===== src/rtl/counter_sequencer.sv =====
// counter_sequencer
//   Command-driven controller for an 8-bit programmable up/down counter.
//   Commands (LOAD / COUNT_UP / COUNT_DOWN / STOP) arrive over a valid/ready
//   handshake and are turned into registered, single-cycle strobes on the
//   counter's enable, clock, load, direction and parallel-data pins.
//
//   Optional feature macro: CNTSEQ_AUTORELOAD_EN
//     defined   - a COUNT_* command restarts with the same N and direction
//                 after each completed run (done pulses every run) until abort.
//     undefined - single-shot commands; no reload register exists.
//
// Parameters
//   WIDTH     width of cmd_arg / cnt_data and of the step counter
//   STEP_GAP  cycles cnt_clk stays low after each count strobe (1..15)
//
// Ports
//   clk, rst_n    clock (rising edge), asynchronous active-low reset
//   cmd_valid     command present
//   cmd_ready     high only in IDLE; accept = cmd_valid & cmd_ready
//   cmd_op        00 STOP, 01 LOAD, 10 COUNT_UP, 11 COUNT_DOWN
//   cmd_arg       LOAD value or step count N
//   abort         end the current command at the next strobe boundary
//   cnt_enable    counter enable / counter bus output enable
//   cnt_clk       one-cycle count/load strobes
//   cnt_load      parallel-load select
//   cnt_up_down   1 = up, 0 = down
//   cnt_data      parallel load value
//   busy          high outside IDLE
//   done          one-cycle pulse on completion, abort, or (auto-reload) each run
module counter_sequencer #(
    parameter int unsigned WIDTH    = 8,
    parameter int unsigned STEP_GAP = 2
) (
    input  logic             clk,
    input  logic             rst_n,
    input  logic             cmd_valid,
    output logic             cmd_ready,
    input  logic [1:0]       cmd_op,
    input  logic [WIDTH-1:0] cmd_arg,
    input  logic             abort,
    output logic             cnt_enable,
    output logic             cnt_clk,
    output logic             cnt_load,
    output logic             cnt_up_down,
    output logic [WIDTH-1:0] cnt_data,
    output logic             busy,
    output logic             done
);

    localparam logic [1:0] OP_STOP = 2'b00;
    localparam logic [1:0] OP_LOAD = 2'b01;
    localparam logic [1:0] OP_UP   = 2'b10;

    localparam logic [3:0] GAP_LAST = 4'(STEP_GAP - 1);

    typedef enum logic [2:0] {
        S_IDLE,
        S_LD_SETUP,
        S_LD_STROBE,
        S_LD_HOLD,
        S_STEP_HI,
        S_STEP_LO,
        S_FINISH
    } state_t;

    state_t           state_q;
    logic [WIDTH-1:0] step_q;      // count strobes still to be issued
    logic [3:0]       gap_q;       // low cycles left after the current strobe
    logic             cmd_ready_q;
    logic             cnt_enable_q;
    logic             cnt_clk_q;
    logic             cnt_load_q;
    logic             cnt_up_down_q;
    logic [WIDTH-1:0] cnt_data_q;
    logic             busy_q;
    logic             done_q;
`ifdef CNTSEQ_AUTORELOAD_EN
    logic [WIDTH-1:0] reload_q;    // original N, restored at the end of each run
`endif

    always_ff @(posedge clk or negedge rst_n) begin
        if (!rst_n) begin
            state_q       <= S_IDLE;
            step_q        <= '0;
            gap_q         <= '0;
            cmd_ready_q   <= 1'b0;
            cnt_enable_q  <= 1'b0;
            cnt_clk_q     <= 1'b0;
            cnt_load_q    <= 1'b0;
            cnt_up_down_q <= 1'b1;
            cnt_data_q    <= '0;
            busy_q        <= 1'b0;
            done_q        <= 1'b0;
`ifdef CNTSEQ_AUTORELOAD_EN
            reload_q      <= '0;
`endif
        end else begin
            // Strobes default low so every high is exactly one cycle.
            cnt_clk_q <= 1'b0;
            done_q    <= 1'b0;

            case (state_q)
                S_IDLE: begin
                    cmd_ready_q <= 1'b1;
                    if (cmd_valid && cmd_ready_q) begin
                        if (cmd_op == OP_STOP) begin
                            cnt_enable_q <= 1'b0;
                        end else if (cmd_op == OP_LOAD) begin
                            cnt_enable_q <= 1'b1;
                            cnt_data_q   <= cmd_arg;
                            cnt_load_q   <= 1'b1;
                            cmd_ready_q  <= 1'b0;
                            busy_q       <= 1'b1;
                            state_q      <= S_LD_SETUP;
                        end else begin
                            cnt_enable_q  <= 1'b1;
                            cnt_up_down_q <= (cmd_op == OP_UP);
                            step_q        <= cmd_arg;
`ifdef CNTSEQ_AUTORELOAD_EN
                            reload_q      <= cmd_arg;
`endif
                            cmd_ready_q   <= 1'b0;
                            busy_q        <= 1'b1;
                            if (cmd_arg == '0) begin
                                done_q  <= 1'b1;
                                state_q <= S_FINISH;
                            end else begin
                                cnt_clk_q <= 1'b1;
                                state_q   <= S_STEP_HI;
                            end
                        end
                    end
                end

                S_LD_SETUP: begin
                    if (abort) begin
                        cnt_load_q <= 1'b0;
                        done_q     <= 1'b1;
                        state_q    <= S_FINISH;
                    end else begin
                        cnt_clk_q <= 1'b1;
                        state_q   <= S_LD_STROBE;
                    end
                end

                S_LD_STROBE: begin
                    if (abort) begin
                        cnt_load_q <= 1'b0;
                        done_q     <= 1'b1;
                        state_q    <= S_FINISH;
                    end else begin
                        state_q <= S_LD_HOLD;
                    end
                end

                S_LD_HOLD: begin
                    cnt_load_q <= 1'b0;
                    done_q     <= 1'b1;
                    state_q    <= S_FINISH;
                end

                S_STEP_HI: begin
                    // The strobe is already on the pin this cycle; abort only
                    // suppresses the following low gap and any further strobes.
                    step_q <= step_q - WIDTH'(1);
                    if (abort) begin
                        done_q  <= 1'b1;
                        state_q <= S_FINISH;
                    end else begin
                        gap_q   <= GAP_LAST;
                        state_q <= S_STEP_LO;
                    end
                end

                S_STEP_LO: begin
                    if (abort) begin
                        done_q  <= 1'b1;
                        state_q <= S_FINISH;
                    end else if (gap_q != '0) begin
                        gap_q <= gap_q - 4'd1;
                    end else if (step_q != '0) begin
                        cnt_clk_q <= 1'b1;
                        state_q   <= S_STEP_HI;
                    end else begin
`ifdef CNTSEQ_AUTORELOAD_EN
                        // Restart straight into the next run; done marks the
                        // run boundary without passing through FINISH.
                        step_q    <= reload_q;
                        cnt_clk_q <= 1'b1;
                        done_q    <= 1'b1;
                        state_q   <= S_STEP_HI;
`else
                        done_q  <= 1'b1;
                        state_q <= S_FINISH;
`endif
                    end
                end

                S_FINISH: begin
                    cnt_load_q  <= 1'b0;
                    busy_q      <= 1'b0;
                    cmd_ready_q <= 1'b1;
                    state_q     <= S_IDLE;
                end

                default: begin
                    cnt_load_q  <= 1'b0;
                    busy_q      <= 1'b0;
                    cmd_ready_q <= 1'b1;
                    state_q     <= S_IDLE;
                end
            endcase
        end
    end

    assign cmd_ready   = cmd_ready_q;
    assign cnt_enable  = cnt_enable_q;
    assign cnt_clk     = cnt_clk_q;
    assign cnt_load    = cnt_load_q;
    assign cnt_up_down = cnt_up_down_q;
    assign cnt_data    = cnt_data_q;
    assign busy        = busy_q;
    assign done        = done_q;

endmodule


===== config.mk =====
export PLATFORM = sky130hd
export DESIGN_NAME = counter_sequencer
export DESIGN_NICKNAME = d
export VERILOG_FILES = /design/src/rtl/counter_sequencer.sv
export SDC_FILE = /design/constraint.sdc
export NUM_CORES = 1
export LEC_CHECK = 0
export ABC_AREA = 1
export CAP_MARGIN = 20
export CORE_MARGIN = 2
export CORE_UTILIZATION = 55
export CTS_BUF_LIST = sky130_fd_sc_hd__clkbuf_4 sky130_fd_sc_hd__clkbuf_8
export CTS_CLUSTER_SIZE = 30
export DETAILED_ROUTE_END_ITERATION = 10
export HOLD_SLACK_MARGIN = 0.1
export MAX_ROUTING_LAYER = met4
export PLACE_DENSITY_LB_ADDON = 0.3
export SLEW_MARGIN = 20
export SYNTH_ARGS = -nofsm -noshare
export SYNTH_HDL_FRONTEND = slang
export SYNTH_SLANG_ARGS = --single-unit

===== constraint.sdc =====
create_clock -name clk -period 1.8 [get_ports clk]
set_clock_uncertainty 0.15 [all_clocks]
set_input_delay 0.36 -clock clk [delete_from_list [all_inputs] [get_ports clk]]
set_output_delay 0.36 -clock clk [all_outputs]
set_load 0.005 [all_outputs]

==> results of run 1 <==
-- metal layers --
| layer | part of all wire | track usage | vias to the layer above | wire length (um) |
|---|---|---|---|---|
| met2 | 0.45 | 0.3789 | 49 | 1736 |
| met3 | 0.056 | 0.07792 | 8 | 216 |
| met1 | 0.47 | 0.3394 | 757 | 1817 |
| met4 | 0.016 | 0.08254 | 0 | 62 |
| li1 | - | - | 840 | - |
| met5 | 0 | - | - | 0 |
-- worst reg2reg max path, cell delays in order, from the launching register on --
cell and delay [ps]:
dfrtp_1 450, inv_1 120, nand2_1 120, nor2_4 160, nand3_2 130, nand2_2 140
inv_1 70, nand2_1 60, nand2_1 50
-- area by class of cell --
type	instances	area, sq um	area share
multi-input cells	180	850.8	0.3870
well taps	44	55.05	0.02504
repair buffers	35	346.6	0.1577
flip-flops and latches	30	752.0	0.3421
clock buffers	8	78.83	0.03586
inverters	30	115.1	0.05236
-- final timing paths --
kind                        startpoint          end  slack, ps  depth (start not counted)
setup / recovery           cnt_data[7]  cnt_data[7]         60                          1
hold / removal                   rst_n  cnt_data[7]        260                          2
setup reg to reg            state_q[1]     gap_q[2]        260                          8
hold reg to reg                   busy         busy        340                          2
max in group asynchronous        rst_n  cnt_up_down        930                          2
min in group clk                  busy         busy        340                          2
-- flip-flops by register name, summed over array words and instances (netlist names) --
name and cells:
step_q 8, cmd_ready 1, busy 1, cnt_load 1, cnt_enable 1, gap_q 4
done 1, cnt_clk 1, cnt_data 8, cnt_up_down 1, state_q 3
-- stage by stage --
step / util / instance area, sq um / setup slack, ps
3_3_place_gp: 0.6996 / 2118 / 5.184
4_1_cts: 0.7252 / 2196 / 40.74
2_1_floorplan: - / 1733 / 396.4
5_1_grt: 0.7260 / 2198 / 26.17
3_5_place_dp: 0.6996 / 2118 / -65.70
6_report: 0.7260 / 2198 / 63.21
-- placed cells by master (no fill, tap or decap) --
cell type,count
a21oi_1,4
a21oi_2,1
buf_12,1
buf_4,6
clkbuf_4,5
clkbuf_8,3
clkdlybuf4s50_1,26
dfrtp_1,29
dfstp_2,1
dlygate4sd2_1,1
dlymetal6s2s_1,1
ha_1,3
inv_1,26
inv_2,3
inv_4,1
nand2_1,83
nand2_2,3
nand2_4,2
nand3_1,22
nand3_2,1
nand3b_1,1
nor2_1,31
nor2_2,1
nor2_4,2
o211ai_1,1
o21a_1,1
o21ai_0,12
o21ai_1,5
o21ai_2,4
o22ai_1,1
xor2_1,2
-- kinds of logic after synthesis --
| family | Yosys count | share of synthesized area |
|---|---|---|
| AOI/OAI and AO/OA | 29 | 0.09820 |
| xor gates and xnor gates | 2 | 0.01011 |
| adders and majority gates | 3 | 0.02166 |
| buffers and inverters | 32 | 0.07509 |
| DFF | 30 | 0.4339 |
| and+or+nand+nor | 146 | 0.3610 |
-- synthesized netlist by cell type (all sizes together) --
cell,number,share of area
nor2,34,0.084
inv,30,0.066
o21a,1,0.0043
nand3b,1,0.0043
nand3,23,0.069
nand2,88,0.20
o211ai,1,0.0043
dfstp,1,0.015
a21oi,5,0.017
ha,3,0.022
xor2,2,0.010
dfrtp,29,0.42
o22ai,1,0.0036
buf,2,0.0087
o21ai,21,0.069
-- power by group --
part / internal [W] / total [W] / leakage, nW / switching [W]
Sequential: 0.000999 / 0.00124 / 0.378 / 0.000242
Combinational: 0.000836 / 0.00193 / 0.729 / 0.00110
Clock: 0.000267 / 0.000501 / 0.0446 / 0.000234
Total: 0.00210 / 0.00368 / 1.15 / 0.00157
==> impl_metrics.ini, run 1 <==
[cells_and_area]
num_antenna_cells = 0
fin_nets = 299
fillers = 253
final_cells = 327
area_growth_pct = 26.86
drive_above_1_share = 0.1201

[route]
via_per_inst = 5.058
drc_errors = 0
drt-initial-drc-count = 57
num_vias = 1654
finalWirelength_um = 3832
final_antenna_net_count = 0
dr.pass1.iters = 4
post_drt_wl_per_cell_um = 11.72

[setup_path]
crit_required_ps = 1290
path_delay_family = buffers and inverters
cp-start-kind = flip-flop
critical_path_buf_inv_count = 1
slowest_delay_ps = 520
crit_path_end_kind = output port
path_cells = clkdlybuf4s50_1
slowest_stage = clkdlybuf4s50_1
cp_data_arrival_time_ps = 1230
crit_type = reg2out
crit_fanout = 2

[logic_synthesis]
synthesis.nets = 259
synth-seq-area-share = 0.4339
synth_cell_types = 25
avgSynthCellArea_sq_um = 7.161
syn_inst = 242
synthesis.area_sq_mm = 0.001733
ys.warnings.count = 0
ys_seq_elements = 30

[timing]
slew_headroom = 0.7487
slew_viol_final = 0
whs_ps = 262.6
rsz0062_at_grt = false
setup_tns_ps = 0
hold_viol = 0
layout_min_cycle_time_ps = 1737
setup_viol = 0
finalCritPeriodShare = 0.9649
fmax_ghz = 0.5758
tightest_slew_ps = 377.0

[cts]
root_buffer = clkbuf_4
clkTransAtPathRegs_ps = 100
htreeDepth = 2
post_cts_buffers = 0
postCtsHoldBufs = 0
cts_sinks = 30
cts_tree = done
numCtsBuffers = 5
cts.repair.resized = 1
insertion_delay_ps = 320
cts_max_path_buffers = 2

[run]
cap_violations = 0

[grt]
grt_pass1_wl_um = 6630
globalRouteTotalUtil = 0.2570
antenna_found_initial = 0
grt_pass1_vias = 1550
grt_start_max_net_pins = 31
grt_overflow = 0

[power]
irDropWorstVdd_uv = 923.4
cellPowerDensity_mw_per_mm2 = 1672
total_power_w = 0.003675
p_leak_nw = 1.152

[die]
die_area_sq_mm = 0.003616
start_util = 0.5723
die_x_um = 60.13
die_y_um = 60.13
core_sq_mm = 0.003028
ios = 29
rows = 20

[placement]
place_hpwl_um = 2964
gp_congestion = 0.8796
portBuffers = 28
post-place-cells = 319

[min_path]
hp-class = in2async

[status]
outcome = finished clean
No activity file was read; power rests on OpenSTA's default activity.
==> run 2: changes to the inputs <==
- CORE_UTILIZATION: 55 -> 42
- GPL_ROUTABILITY_DRIVEN: not set -> 0
==> run 2 against run 1 <==
Against the previous run:
- combinational power hardly changed
- final area rose by 1.5%
- largest cell class unchanged
- sequential cell count did not move
- highest routed layer unchanged
- first-iteration DRC count increased by 110%
- largest power group unchanged
- wire length rose by 0.42%
- critical endpoint is now cmd_ready
- sequential power hardly changed
- die area up 29%
- cell count is 1.8% higher
- clock-buffer cell count decreased by 1
- global-route usage decreased by 6.1 points
- clock power is 15% higher
==> impl_metrics.ini, run 2 (synthesis gave the netlist of run 1 again) <==
[cts]
root_buffer = clkbuf_8
clkTransAtPathRegs_ps = 60
postCtsHoldBufs = 0
cts_tree = done
insertion_delay_ps = 290
htreeDepth = 2
cts_sinks = 30
numCtsBuffers = 5
cts_max_path_buffers = 2

[status]
outcome = finished clean

[power]
pwr-share-comb = 0.515
switching_share = 0.4230
p_sw_w = 0.001589
p_leak_nw = 1.156
total_power_w = 0.003758
irDropWorstVdd_uv = 930.8
p_int_w = 0.002168
cellPowerDensity_mw_per_mm2 = 1683
p_seq_frac = 0.331
clkPwrFrac = 0.154

[cells_and_area]
regArea_sq_um = 752.0
drive_above_1_share = 0.1201
layout_common_cells = 83 x nand2_1, 31 x nor2_1, 29 x dfrtp_1, 27 x clkdlybuf4s50_1, 26 x inv_1
area_growth_pct = 28.81
final_core_util = 0.5621
fin_nets = 299
multi_input_area_sq_um = 850.8
fillers = 379
num_antenna_cells = 0
final_common_cell = nand2_1

[die]
die_y_um = 68.24
rows = 23
core_sq_mm = 0.003971
start_util = 0.4364
die_area_sq_mm = 0.004656
die_x_um = 68.24
ios = 29

[setup_path]
crit_fanout = 3
slowest_stage = clkdlybuf4s50_1
path_cells = clkdlybuf4s50_1
crit_path_end_kind = output port
crit_type = reg2out
crit_required_ps = 1290
cp_data_arrival_time_ps = 1160
slowest_delay_ps = 500
path_delay_family = buffers and inverters
critical_path_buf_inv_count = 1
cp-start-kind = flip-flop
reg2reg_slack_ps = 250

[grt]
grt_start_max_net_pins = 31
grt_pass1_wl_um = 6499
grt_pass1_vias = 1475
globalRouteTotalUtil = 0.1963
antenna_found_initial = 0
grt_overflow = 0

[route]
via_per_inst = 4.853
final_antenna_net_count = 0
drt-initial-drc-count = 121
finalWirelength_um = 3848
post_drt_wl_per_cell_um = 11.56
num_vias = 1616
dr.pass1.iters = 4
drc_errors = 0

[placement]
place_hpwl_um = 2980
portBuffers = 28

[timing]
fmax_ghz = 0.5999
slew_viol_final = 0
setup_viol = 0
slew_headroom = 0.8303
layout_min_cycle_time_ps = 1667
hold_viol = 0
finalCritPeriodShare = 0.9261
tightest_slew_ps = 253.6
whs_ps = 284.5
rsz0062_at_grt = false

[run]
cap_violations = 0

[min_path]
hp-class = in2async
run 2: changes by cell type in the layout (fill, tap and decap cells not counted):
cell / delta
clkinv_2: +1
clkdlybuf4s50_1: +1
clkbuf_8: +3
dlymetal6s2s_1: -1
buf_12: +1
buf_4: -1
clkbuf_4: -4
run 2: area by class of cell:
type                    count  area share
well taps                  50     0.02803
inverters                  30     0.05157
clock inverters             1    0.002242
flip-flops and latches     30      0.3369
repair buffers             35      0.1598
multi-input cells         180      0.3812
clock buffers               7     0.04036
run 2: through the flow:
stage / TNS [ps] / std cells / worst slack, ps / cell area (sq um)
global route: 0 / 333 / 42.01 / 2232
global placement: -88.28 / 325 / -19.99 / 2138
detailed placement: -309.8 / 325 / -35.57 / 2138
finish: 0 / 333 / 133.0 / 2232
floorplan: 0 / 242 / 396.4 / 1733
CTS: 0 / 333 / 115.7 / 2232
run 2: timing repair:
item                       in CTS  in global routing
setup buffers                   0                  0
setup endpoints to repair       1                  0
resized for setup               1                  0
run 2: power groups by stage:
stage / Sequential [W] / Clock (W) / Combinational (W)
after floorplan: 0.00122 / 0 / 0.00126
after global placement: 0.00124 / 0 / 0.00192
after detailed placement: 0.00126 / 0 / 0.00195
after CTS: 0.00125 / 0.000597 / 0.00195
after global routing: 0.00129 / 0.000616 / 0.00223
final: 0.00124 / 0.000578 / 0.00194
run 2: path summary, 6_finish.rpt:
path	to	cells past startpoint	startpoint
max reg2reg	step_q[4]	8	step_q[0]
min in group clk	cnt_data[0]	2	cnt_data[0]
min reg2reg	cnt_data[0]	2	cnt_data[0]
min	busy	2	rst_n
max	cmd_ready	1	cmd_ready
max in group asynchronous	cnt_up_down	2	rst_n
run 2: routing by layer:
layer	wire [um]	vias up	GRT usage	share of wire
met5	0	-	-	0
met3	186	9	0.04605	0.048
met4	91	0	0.1025	0.024
met1	1753	720	0.2361	0.46
met2	1818	46	0.3058	0.47
li1	-	841	-	-
